==> src/rtl/sd_word_packer_if.sv <==
// sd_word_packer_if
//   Bundles the two srdy/drdy channels of sd_word_packer.
//   Consumer side (narrow words in):
//     c_srdy  word valid            c_drdy  packer ready
//     c_data  width-bit word        c_eop   last word of packet
//   Producer side (packed words out):
//     p_srdy  packed word valid     p_drdy  downstream ready
//     p_data  ratio*width bits      p_cnt   valid lanes, 1..ratio
//     p_eop   packed word closes a packet
//   slave  : the packer's view.
//   master : the view of the logic that feeds and drains the packer.
interface sd_word_packer_if #(
  parameter int width = 8,
  parameter int ratio = 4,
  parameter int usz   = $clog2(ratio + 1)
);
  logic                     c_srdy;
  logic                     c_drdy;
  logic [width-1:0]         c_data;
  logic                     c_eop;
  logic                     p_srdy;
  logic                     p_drdy;
  logic [ratio*width-1:0]   p_data;
  logic [usz-1:0]           p_cnt;
  logic                     p_eop;

  modport slave (
    input  c_srdy, c_data, c_eop, p_drdy,
    output c_drdy, p_srdy, p_data, p_cnt, p_eop
  );

  modport master (
    output c_srdy, c_data, c_eop, p_drdy,
    input  c_drdy, p_srdy, p_data, p_cnt, p_eop
  );
endinterface

==> src/rtl/sd_word_packer.sv <==
// sd_word_packer
//   Gathers up to `ratio` consecutive width-bit words into one packed word.
//   Word k of a group lands in lane k (bits [k*width +: width]); unused lanes
//   read 0. c_eop closes a group early and p_cnt reports how many lanes hold
//   data. An accumulator plus an output register keep one word per cycle
//   flowing with no bubbles while the downstream side is ready.
// Ports:
//   clk      rising-edge clock
//   reset_n  asynchronous active-low reset; discards any partial/held word
//   bus      sd_word_packer_if.slave (c_* consumer side, p_* producer side)
module sd_word_packer #(
  parameter int width = 8,
  parameter int ratio = 4,
  parameter int usz   = $clog2(ratio + 1)
) (
  input  logic              clk,
  input  logic              reset_n,
  sd_word_packer_if.slave   bus
);

  localparam int CNT_W = $clog2(ratio);

  // Accumulator modes: FILL takes words, HELD parks a closed word until the
  // output register can take it.
  localparam logic [0:0] FILL = 1'b0;
  localparam logic [0:0] HELD = 1'b1;

  logic [0:0]             state_p0;
  logic [ratio*width-1:0] acc_data_p0;
  logic [CNT_W-1:0]       acc_cnt_p0;
  logic                   acc_eop_p0;

  logic                   vld_p1;
  logic [ratio*width-1:0] data_p1;
  logic [usz-1:0]         cnt_p1;
  logic                   eop_p1;

  logic                   acc_full;
  logic                   out_free;
  logic                   c_xfer;
  logic                   last_lane;
  logic                   close_word;
  logic                   bypass;
  logic                   move;
  logic [ratio*width-1:0] ins_data;
  logic [usz-1:0]         lanes_used;

  assign acc_full   = (state_p0 == HELD);
  // The output register can accept a word when empty or being drained now.
  assign out_free   = !vld_p1 || bus.p_drdy;
  assign bus.c_drdy = reset_n && !acc_full;
  assign c_xfer     = bus.c_srdy && bus.c_drdy;
  assign last_lane  = (acc_cnt_p0 == CNT_W'(ratio - 1));
  assign close_word = c_xfer && (last_lane || bus.c_eop);
  assign bypass     = close_word && out_free;
  assign move       = acc_full && out_free;
  // acc_cnt is frozen in HELD, so this also gives the held word's lane count.
  assign lanes_used = usz'(acc_cnt_p0) + usz'(1);

  // Accumulator contents with the incoming word dropped into lane acc_cnt.
  always_comb begin
    ins_data = acc_data_p0;
    for (int l = 0; l < ratio; l++) begin
      if (acc_cnt_p0 == CNT_W'(l)) begin
        ins_data[l*width +: width] = bus.c_data;
      end
    end
  end

  // ---- Stage p0: accumulator ----
  always_ff @(posedge clk or negedge reset_n) begin
    if (!reset_n) begin
      state_p0    <= FILL;
      acc_data_p0 <= '0;
      acc_cnt_p0  <= '0;
      acc_eop_p0  <= 1'b0;
    end else begin
      case (state_p0)
        FILL: begin
          if (c_xfer) begin
            if (close_word) begin
              if (out_free) begin
                // Closed word goes straight to the output register.
                acc_data_p0 <= '0;
                acc_cnt_p0  <= '0;
                acc_eop_p0  <= 1'b0;
              end else begin
                state_p0    <= HELD;
                acc_data_p0 <= ins_data;
                acc_eop_p0  <= bus.c_eop;
              end
            end else begin
              acc_data_p0 <= ins_data;
              acc_cnt_p0  <= acc_cnt_p0 + CNT_W'(1);
            end
          end
        end
        HELD: begin
          if (out_free) begin
            state_p0    <= FILL;
            acc_data_p0 <= '0;
            acc_cnt_p0  <= '0;
            acc_eop_p0  <= 1'b0;
          end
        end
        default: state_p0 <= FILL;
      endcase
    end
  end

  // ---- Stage p1: output register ----
  always_ff @(posedge clk or negedge reset_n) begin
    if (!reset_n) begin
      vld_p1  <= 1'b0;
      data_p1 <= '0;
      cnt_p1  <= '0;
      eop_p1  <= 1'b0;
    end else if (bypass) begin
      vld_p1  <= 1'b1;
      data_p1 <= ins_data;
      cnt_p1  <= lanes_used;
      eop_p1  <= bus.c_eop;
    end else if (move) begin
      vld_p1  <= 1'b1;
      data_p1 <= acc_data_p0;
      cnt_p1  <= lanes_used;
      eop_p1  <= acc_eop_p0;
    end else if (bus.p_drdy) begin
      vld_p1  <= 1'b0;
    end
  end

  assign bus.p_srdy = vld_p1;
  assign bus.p_data = data_p1;
  assign bus.p_cnt  = cnt_p1;
  assign bus.p_eop  = eop_p1;

endmodule

==> src/flat_wrapper.sv <==
// flat-port wrapper written by rule: the top's interface ports become plain ports
module sd_word_packer_flat 
#(
  parameter int width = 8,
  parameter int ratio = 4,
  parameter int usz   = $clog2(ratio + 1)
)
  (clk, reset_n, bus_c_srdy, bus_c_data, bus_c_eop, bus_p_drdy, bus_c_drdy, bus_p_srdy, bus_p_data, bus_p_cnt, bus_p_eop);
  sd_word_packer_if #(.width(width), .ratio(ratio), .usz(usz)) bus_i ();
  input  logic clk;
  input  logic reset_n;
  input wire logic [$bits(bus_i.c_srdy)-1:0] bus_c_srdy;
  input wire logic [$bits(bus_i.c_data)-1:0] bus_c_data;
  input wire logic [$bits(bus_i.c_eop)-1:0] bus_c_eop;
  input wire logic [$bits(bus_i.p_drdy)-1:0] bus_p_drdy;
  output wire logic [$bits(bus_i.c_drdy)-1:0] bus_c_drdy;
  output wire logic [$bits(bus_i.p_srdy)-1:0] bus_p_srdy;
  output wire logic [$bits(bus_i.p_data)-1:0] bus_p_data;
  output wire logic [$bits(bus_i.p_cnt)-1:0] bus_p_cnt;
  output wire logic [$bits(bus_i.p_eop)-1:0] bus_p_eop;
  assign bus_i.c_srdy = bus_c_srdy;
  assign bus_i.c_data = bus_c_data;
  assign bus_i.c_eop = bus_c_eop;
  assign bus_i.p_drdy = bus_p_drdy;
  assign bus_c_drdy = bus_i.c_drdy;
  assign bus_p_srdy = bus_i.p_srdy;
  assign bus_p_data = bus_i.p_data;
  assign bus_p_cnt = bus_i.p_cnt;
  assign bus_p_eop = bus_i.p_eop;
  sd_word_packer #(.width(width), .ratio(ratio), .usz(usz)) u_core (.clk(clk), .reset_n(reset_n), .bus(bus_i));
endmodule
==> config.mk <==
export PLATFORM = sky130hd
export DESIGN_NAME = sd_word_packer_flat
export DESIGN_NICKNAME = d
export VERILOG_FILES = /design/src/rtl/sd_word_packer_if.sv /design/src/rtl/sd_word_packer.sv /design/src/flat_wrapper.sv
export SDC_FILE = /design/constraint.sdc
export NUM_CORES = 1
export LEC_CHECK = 0
export BUFFER_PORTS_ARGS = -buffer_cell sky130_fd_sc_hd__buf_2
export CAP_MARGIN = 40
export CORE_MARGIN = 2
export CORE_UTILIZATION = 47
export CTS_BUF_LIST = sky130_fd_sc_hd__clkbuf_8
export CTS_CLUSTER_DIAMETER = 40
export DETAILED_ROUTE_END_ITERATION = 16
export GPL_TIMING_DRIVEN = 0
export PLACE_DENSITY = 0.68
export REMOVE_ABC_BUFFERS = 1
export SKIP_LAST_GASP = 1
export SLEW_MARGIN = 20
export SYNTH_ARGS = -nofsm -noshare
export SYNTH_HDL_FRONTEND = slang
export SYNTH_SLANG_ARGS = --single-unit
export TNS_END_PERCENT = 20
==> constraint.sdc <==
create_clock -name clk -period 2.66 [get_ports clk]
set_input_delay 0.266 -clock clk [delete_from_list [all_inputs] [get_ports clk]]
set_output_delay 0.266 -clock clk [all_outputs]
set_load 0.02 [all_outputs]
==> results of run 1 <==
sequential cells by signal, indices dropped and copies added (netlist names):
name                count
u_core.acc_data_p0     32
u_core.bus.p_data      32
u_core.bus.p_cnt        3
u_core.acc_cnt_p0       2
u_core.acc_eop_p0       1
u_core.acc_full         1
u_core.bus.p_eop        1
u_core.bus.p_srdy       1
how the worst max path moves through the flow:
stage | startpoint | endpoint | slack (ns) | cells after the start
finish | reset_n | u_core.bus.p_data[2] | 0.41 | 7
global route | reset_n | u_core.bus.p_data[4] | 0.22 | 7
CTS | reset_n | u_core.bus.p_data[2] | 0.14 | 7
detailed placement | reset_n | u_core.bus.p_data[2] | -0.14 | 6
global placement | reset_n | u_core.bus.p_data[25] | -1.16 | 5
floorplan | u_core.acc_cnt_p0[0] | u_core.bus.p_data[24] | 0.41 | 5
per-layer routing:
layer  global-route usage (%)  part of all wire, %  vias up  routed length [um]
met3                     4.43                  4.0        6                 319
met4                     7.06                 0.99        0                  79
li1                         -                    -     1277                   -
met2                     34.3                   49       58                3930
met5                        0                    0        -                   0
met1                     28.6                   46     1301                3660
cell usage after synthesis, drive strengths merged:
cell	number	area (um^2)
a211oi	3	22.5
a21o	2	15.0
a21oi	38	190
a221o	16	178
a221oi	7	61.3
a22oi	1	7.51
a32o	3	30.0
and2	9	57.6
and3	9	60.1
and3b	1	8.76
buf	13	101
clkbuf	6	32.5
clkdlybuf4s50	1	11.3
dfrtp	73	1830
ha	8	100
inv	18	67.6
mux2i	3	30.0
nand2	79	304
nand2b	1	6.26
nand3	2	10.0
nor2	20	75.1
nor2b	2	12.5
nor3	5	25.0
o211a	1	10.0
o21a	1	7.51
o21ai	10	98.8
o22ai	2	12.5
o32ai	4	35.0
or2	1	6.26
or3	1	6.26
or4	2	17.5
stage by stage:
stage,hold slack (ns),cell area (um^2)
floorplan,-0.0296,3280
global placement,0.455,3660
detailed placement,0.304,3710
CTS,0.224,3960
global route,0.234,3960
finish,0.229,3960
worst max-delay path: stages:
cell and delay [ns]:
dlygate4sd3_1 0.52, buf_4 0.16, buf_12 0.21, and3b_2 0.42, nand2_1 0.27, nor2_1 0.44
a221oi_1 0.17
where the power goes:
group / switching (W) / internal, W / total [W]
sequential: 0.000214 / 0.00148 / 0.00169
clock: 0.000397 / 0.000503 / 0.000900
combinational: 0.000799 / 0.000523 / 0.00132
layout make-up:
type	instances	area [um^2]
timing repair buffer	55	345
clock inverter	4	42.5
clock buffer	12	165
sequential	73	1830
fill	644	3180
multi-input combinational	231	1390
tap	99	124
inverter	18	67.6
logic make-up after synthesis:
| family | Yosys count | synth area share [%] |
|---|---|---|
| and+or+nand+nor | 132 | 17.2 |
| buffers and inverters | 38 | 6.21 |
| muxes | 3 | 0.876 |
| DFF | 73 | 53.3 |
| adders and majority gates | 8 | 2.92 |
| AOI/OAI and AO/OA | 88 | 19.5 |
what timing repair did:
item | in CTS | in global routing
hold endpoints to repair | 43 | 0
endpoints found under the setup margin | 0 | 7
resized for setup | 0 | 1
hold buffers | 2 | 0
==> impl_metrics.py, run 1 <==
metrics = {
    "run_status": {
        "status": "complete, no violations",
    },
    "detailed_routing": {
        "vias": 2642,
        "first_pass_iters": 4,
        "post_drt_wl_per_cell_um": 16.2,
        "wl_um": 7980,
        "via_per_inst": 5.37,
        "route.detailed.drc": 0,
        "drtAntennaViolNets": 0,
        "drtIter0Drc": 161,
    },
    "timing": {
        "relSlewSlack_pct": 50.5,
        "period_needed_ns": 2.25,
        "rsz0062_at_grt": "no",
        "fin_worst_skew_ns": 0.00919,
        "hold_viol_final": 0,
        "fin_crit_sh_pct": 84.7,
        "setup_slack_ns": 0.406,
        "tightest_slew_ns": 0.741,
        "setup_viol": 0,
        "drv_slew": 0,
        "max_freq_mhz": 444,
        "tns_ns": 0,
    },
    "clock_tree": {
        "cts_tree": "built",
        "post_cts_buffers": 0,
        "clockBufferDepth": 2,
        "clkTransAtPathRegs_ns": 0.07,
        "cts_buffers": 9,
        "cts.sinks": 73,
        "insertion_delay_ns": 0.34,
        "clock_tree.root_cell": "clkbuf_8",
        "h-tree-depth": 3,
    },
    "floorplan": {
        "start_util_pct": 48.0,
        "ioPinCount": 51,
        "die_area_mm2": 0.00799,
        "fp.dieH_um": 89.4,
        "core_mm2": 0.00714,
        "die_w_um": 89.4,
        "num_rows": 31,
    },
    "job": {
        "maxCapViolations": 0,
    },
    "global_routing": {
        "grt_pass1_wl_um": 12700,
        "grt_pass1_vias": 2561,
        "grtUsageTotal_pct": 21.2,
        "overflow": 0,
        "grt_start_max_net_pins": 44,
        "antenna_found_initial": 0,
    },
    "power": {
        "total_power_w": 0.00392,
        "p_leak_nw": 1.91,
        "p_per_area_mw_per_mm2": 989,
        "peakVddDrop_mv": 0.373,
    },
    "final_layout": {
        "area_growth_pct": 15.6,
        "fin_util_pct": 55.5,
        "layout_commonest_cell": "nand2_1",
        "drive_gt1_share_pct": 24.4,
        "antenna_cells": 0,
        "final_cell_mix": "78 x nand2_1, 73 x dfrtp_1, 49 x buf_2, 38 x a21oi_1",
        "final_cells": 492,
        "nets": 409,
    },
    "worst_hold_path": {
        "min_from": "bus_c_data[4]",
        "hp-class": "input pin to flip-flop",
        "hold_depth": 3,
        "min_to": "u_core.acc_data_p0[4]",
    },
    "worst_setup_path": {
        "reg2reg_depth": 5,
        "r2r-end": "u_core.bus.p_data[0]",
        "cp.required_ns": 2.86,
        "r2r_start": "u_core.acc_cnt_p0[0]",
        "crit_path_start_kind": "input pin",
        "cp_max_fo": 33,
        "arrival_ns": 2.46,
        "r2r_setup_slack_ns": 0.49,
        "crit_type": "input pin to flip-flop",
        "cp-end-kind": "flip-flop",
    },
    "logic_synthesis": {
        "yosysWarnings": 0,
        "netlist_area_mm2": 0.00343,
        "avgSynthCellArea_um2": 10.0,
        "synth_seq_area_share_pct": 53.3,
        "synth.distinct_cells": 40,
        "synthCells": 342,
        "ys_ff_latch": 73,
    },
    "placement": {
        "placedCellCount": 474,
        "dp_hpwl_um": 5410,
        "post-place-ws_ns": -0.144,
        "place.gp.congestion": 0.813,
        "numPortBuffers": 50,
    },
}
Note: power is estimated with default switching activity, not from simulation.
==> run 2, diff against run 1 <==
==> constraint.sdc (replaced) <==
create_clock -name clk -period 2.1 [get_ports clk]
set_input_delay 0.21 -clock clk [delete_from_list [all_inputs] [get_ports clk]]
set_output_delay 0.21 -clock clk [all_outputs]
set_load 0.02 [all_outputs]
==> impl_metrics.py, run 2 (synthesis gave the netlist of run 1 again) <==
metrics = {
    "run_status": {
        "status": "complete, no violations",
    },
    "worst_setup_path": {
        "crit_path_start_kind": "flip-flop",
        "r2r-end": "u_core.bus.p_data[0]",
        "cp.required_ns": 2.32,
        "path_delay_family": "compound AO/OA/AOI/OAI gates",
        "slowest_stage": "dfrtp_1",
        "r2r_setup_slack_ns": 0.07,
        "cp_max_fo": 16,
        "r2r_start": "u_core.acc_cnt_p0[1]",
        "worstPathCellList": "ha_2 -> o211a_1 -> o21ai_2 -> buf_8 -> and2_1 -> a221o_2",
        "cp-end-kind": "flip-flop",
        "crit_type": "flip-flop to flip-flop",
        "arrival_ns": 2.25,
        "critPathMaxStageDelay_ns": 0.48,
        "reg2reg_depth": 6,
        "cp.buffers_inverters": 1,
    },
    "final_layout": {
        "drive_gt1_share_pct": 25.8,
        "nets": 412,
        "layout_commonest_cell": "nand2_1",
        "area_growth_pct": 17.7,
        "final_cell_mix": "78 x nand2_1, 73 x dfrtp_1, 49 x buf_2, 38 x a21oi_1, 20 x inv_1",
        "antenna_cells": 0,
        "fin_util_pct": 56.5,
    },
    "global_routing": {
        "grtUsageTotal_pct": 21.7,
        "grt_pass1_wl_um": 13000,
        "overflow": 0,
        "grt_pass1_vias": 2581,
        "antenna_found_initial": 0,
        "grt_start_max_net_pins": 44,
    },
    "timing": {
        "fin_crit_sh_pct": 96.7,
        "relSlewSlack_pct": 64.1,
        "max_freq_mhz": 492,
        "hold_viol_final": 0,
        "period_needed_ns": 2.03,
        "hold_ws_ns": 0.182,
        "tightest_slew_ns": 0.538,
        "rsz0062_at_grt": "yes",
        "tns_ns": 0,
        "drv_slew": 0,
        "setup_slack_ns": 0.0688,
        "fin_worst_skew_ns": 0.00794,
        "setup_viol": 0,
    },
    "floorplan": {
        "core_mm2": 0.00714,
        "fp.dieH_um": 89.4,
        "die_w_um": 89.4,
        "ioPinCount": 51,
        "start_util_pct": 48.0,
        "die_area_mm2": 0.00799,
        "num_rows": 31,
    },
    "detailed_routing": {
        "via_per_inst": 5.42,
        "wl_um": 8180,
        "route.detailed.drc": 0,
        "post_drt_wl_per_cell_um": 16.5,
        "vias": 2683,
        "first_pass_iters": 4,
        "drtIter0Drc": 143,
        "drtAntennaViolNets": 0,
    },
    "power": {
        "p_leak_nw": 1.94,
        "combPwrFrac_pct": 34.1,
        "p_sw_share_pct": 36.1,
        "peakVddDrop_mv": 0.502,
        "p_per_area_mw_per_mm2": 1240,
        "total_power_w": 0.00499,
        "power.switching_w": 0.00180,
        "p_clk_share_pct": 22.8,
        "p_seq_share_pct": 43.1,
        "p_int_w": 0.00319,
    },
    "job": {
        "maxCapViolations": 0,
    },
    "clock_tree": {
        "cts_buffers": 9,
        "clockBufferDepth": 2,
        "post_cts_buffers": 0,
        "cts_tree": "built",
        "clkTransAtPathRegs_ns": 0.07,
        "clock_tree.root_cell": "clkbuf_8",
        "cts.sinks": 73,
        "h-tree-depth": 3,
        "insertion_delay_ns": 0.34,
    },
    "placement": {
        "post-place-ws_ns": -0.648,
        "dp_hpwl_um": 5410,
        "place.gp.congestion": 0.813,
        "numPortBuffers": 50,
    },
    "worst_hold_path": {
        "hp-class": "input pin to flip-flop",
        "hold_depth": 3,
        "min_to": "u_core.acc_data_p0[10]",
        "min_from": "bus_c_data[2]",
    },
}
## run 2: worst max path at each step
| stage | start | to | cells past startpoint |
|---|---|---|---|
| after global routing | u_core.acc_cnt_p0[1] | u_core.bus.p_data[0] | 6 |
| after floorplan | u_core.acc_cnt_p0[0] | u_core.bus.p_data[24] | 5 |
| after global placement | reset_n | u_core.bus.p_data[25] | 5 |
| final | u_core.acc_cnt_p0[1] | u_core.bus.p_data[0] | 6 |
| after detailed placement | reset_n | u_core.bus.p_data[2] | 6 |
| after CTS | u_core.acc_cnt_p0[0] | u_core.bus.p_data[20] | 6 |
## run 2: metal layers
metal	wire, um	track usage [%]	up-vias
met5	0	0	-
met4	68	5.70	0
met3	294	4.34	6
met2	4020	35.4	57
met1	3800	29.7	1333
li1	-	-	1287
## run 2: power groups by stage
| stage | Sequential [W] | Clock, W | Combinational [W] |
|---|---|---|---|
| finish | 0.00215 | 0.00114 | 0.00170 |
| global route | 0.00222 | 0.00121 | 0.00186 |
| CTS | 0.00215 | 0.00116 | 0.00171 |
| detailed placement | 0.00217 | 0 | 0.00167 |
| global placement | 0.00215 | 0 | 0.00163 |
| floorplan | 0.00251 | 0 | 0.000742 |
## run 2: worst register-to-register path: stages (launching register included)
cell and delay [ns]:
dfrtp_1 0.48, ha_2 0.34, o211a_1 0.25, o21ai_2 0.16, buf_8 0.23, and2_1 0.17
a221o_2 0.30
## run 2: layout make-up
| cell class | count | area (um^2) |
|---|---|---|
| clock buffers | 12 | 165 |
| clock inverters | 4 | 42.5 |
| fillers | 635 | 3100 |
| inverters | 18 | 67.6 |
| multi-input cells | 231 | 1410 |
| flip-flops and latches | 73 | 1830 |
| well taps | 99 | 124 |
| repair buffers | 58 | 399 |
## run 2: stage by stage
stage / instance area (um^2) / cells
after global routing: 4030 / 495
after detailed placement: 3710 / 474
final: 4030 / 495
after CTS: 4020 / 495
after floorplan: 3280 / 322
after global placement: 3660 / 471
## run 2: timing repair
action                                  4_1_cts  5_1_grt
gates resized for setup                       4        3
hold endpoints to repair                     43        0
hold buffers                                  5        0
endpoints found under the setup margin       29       28
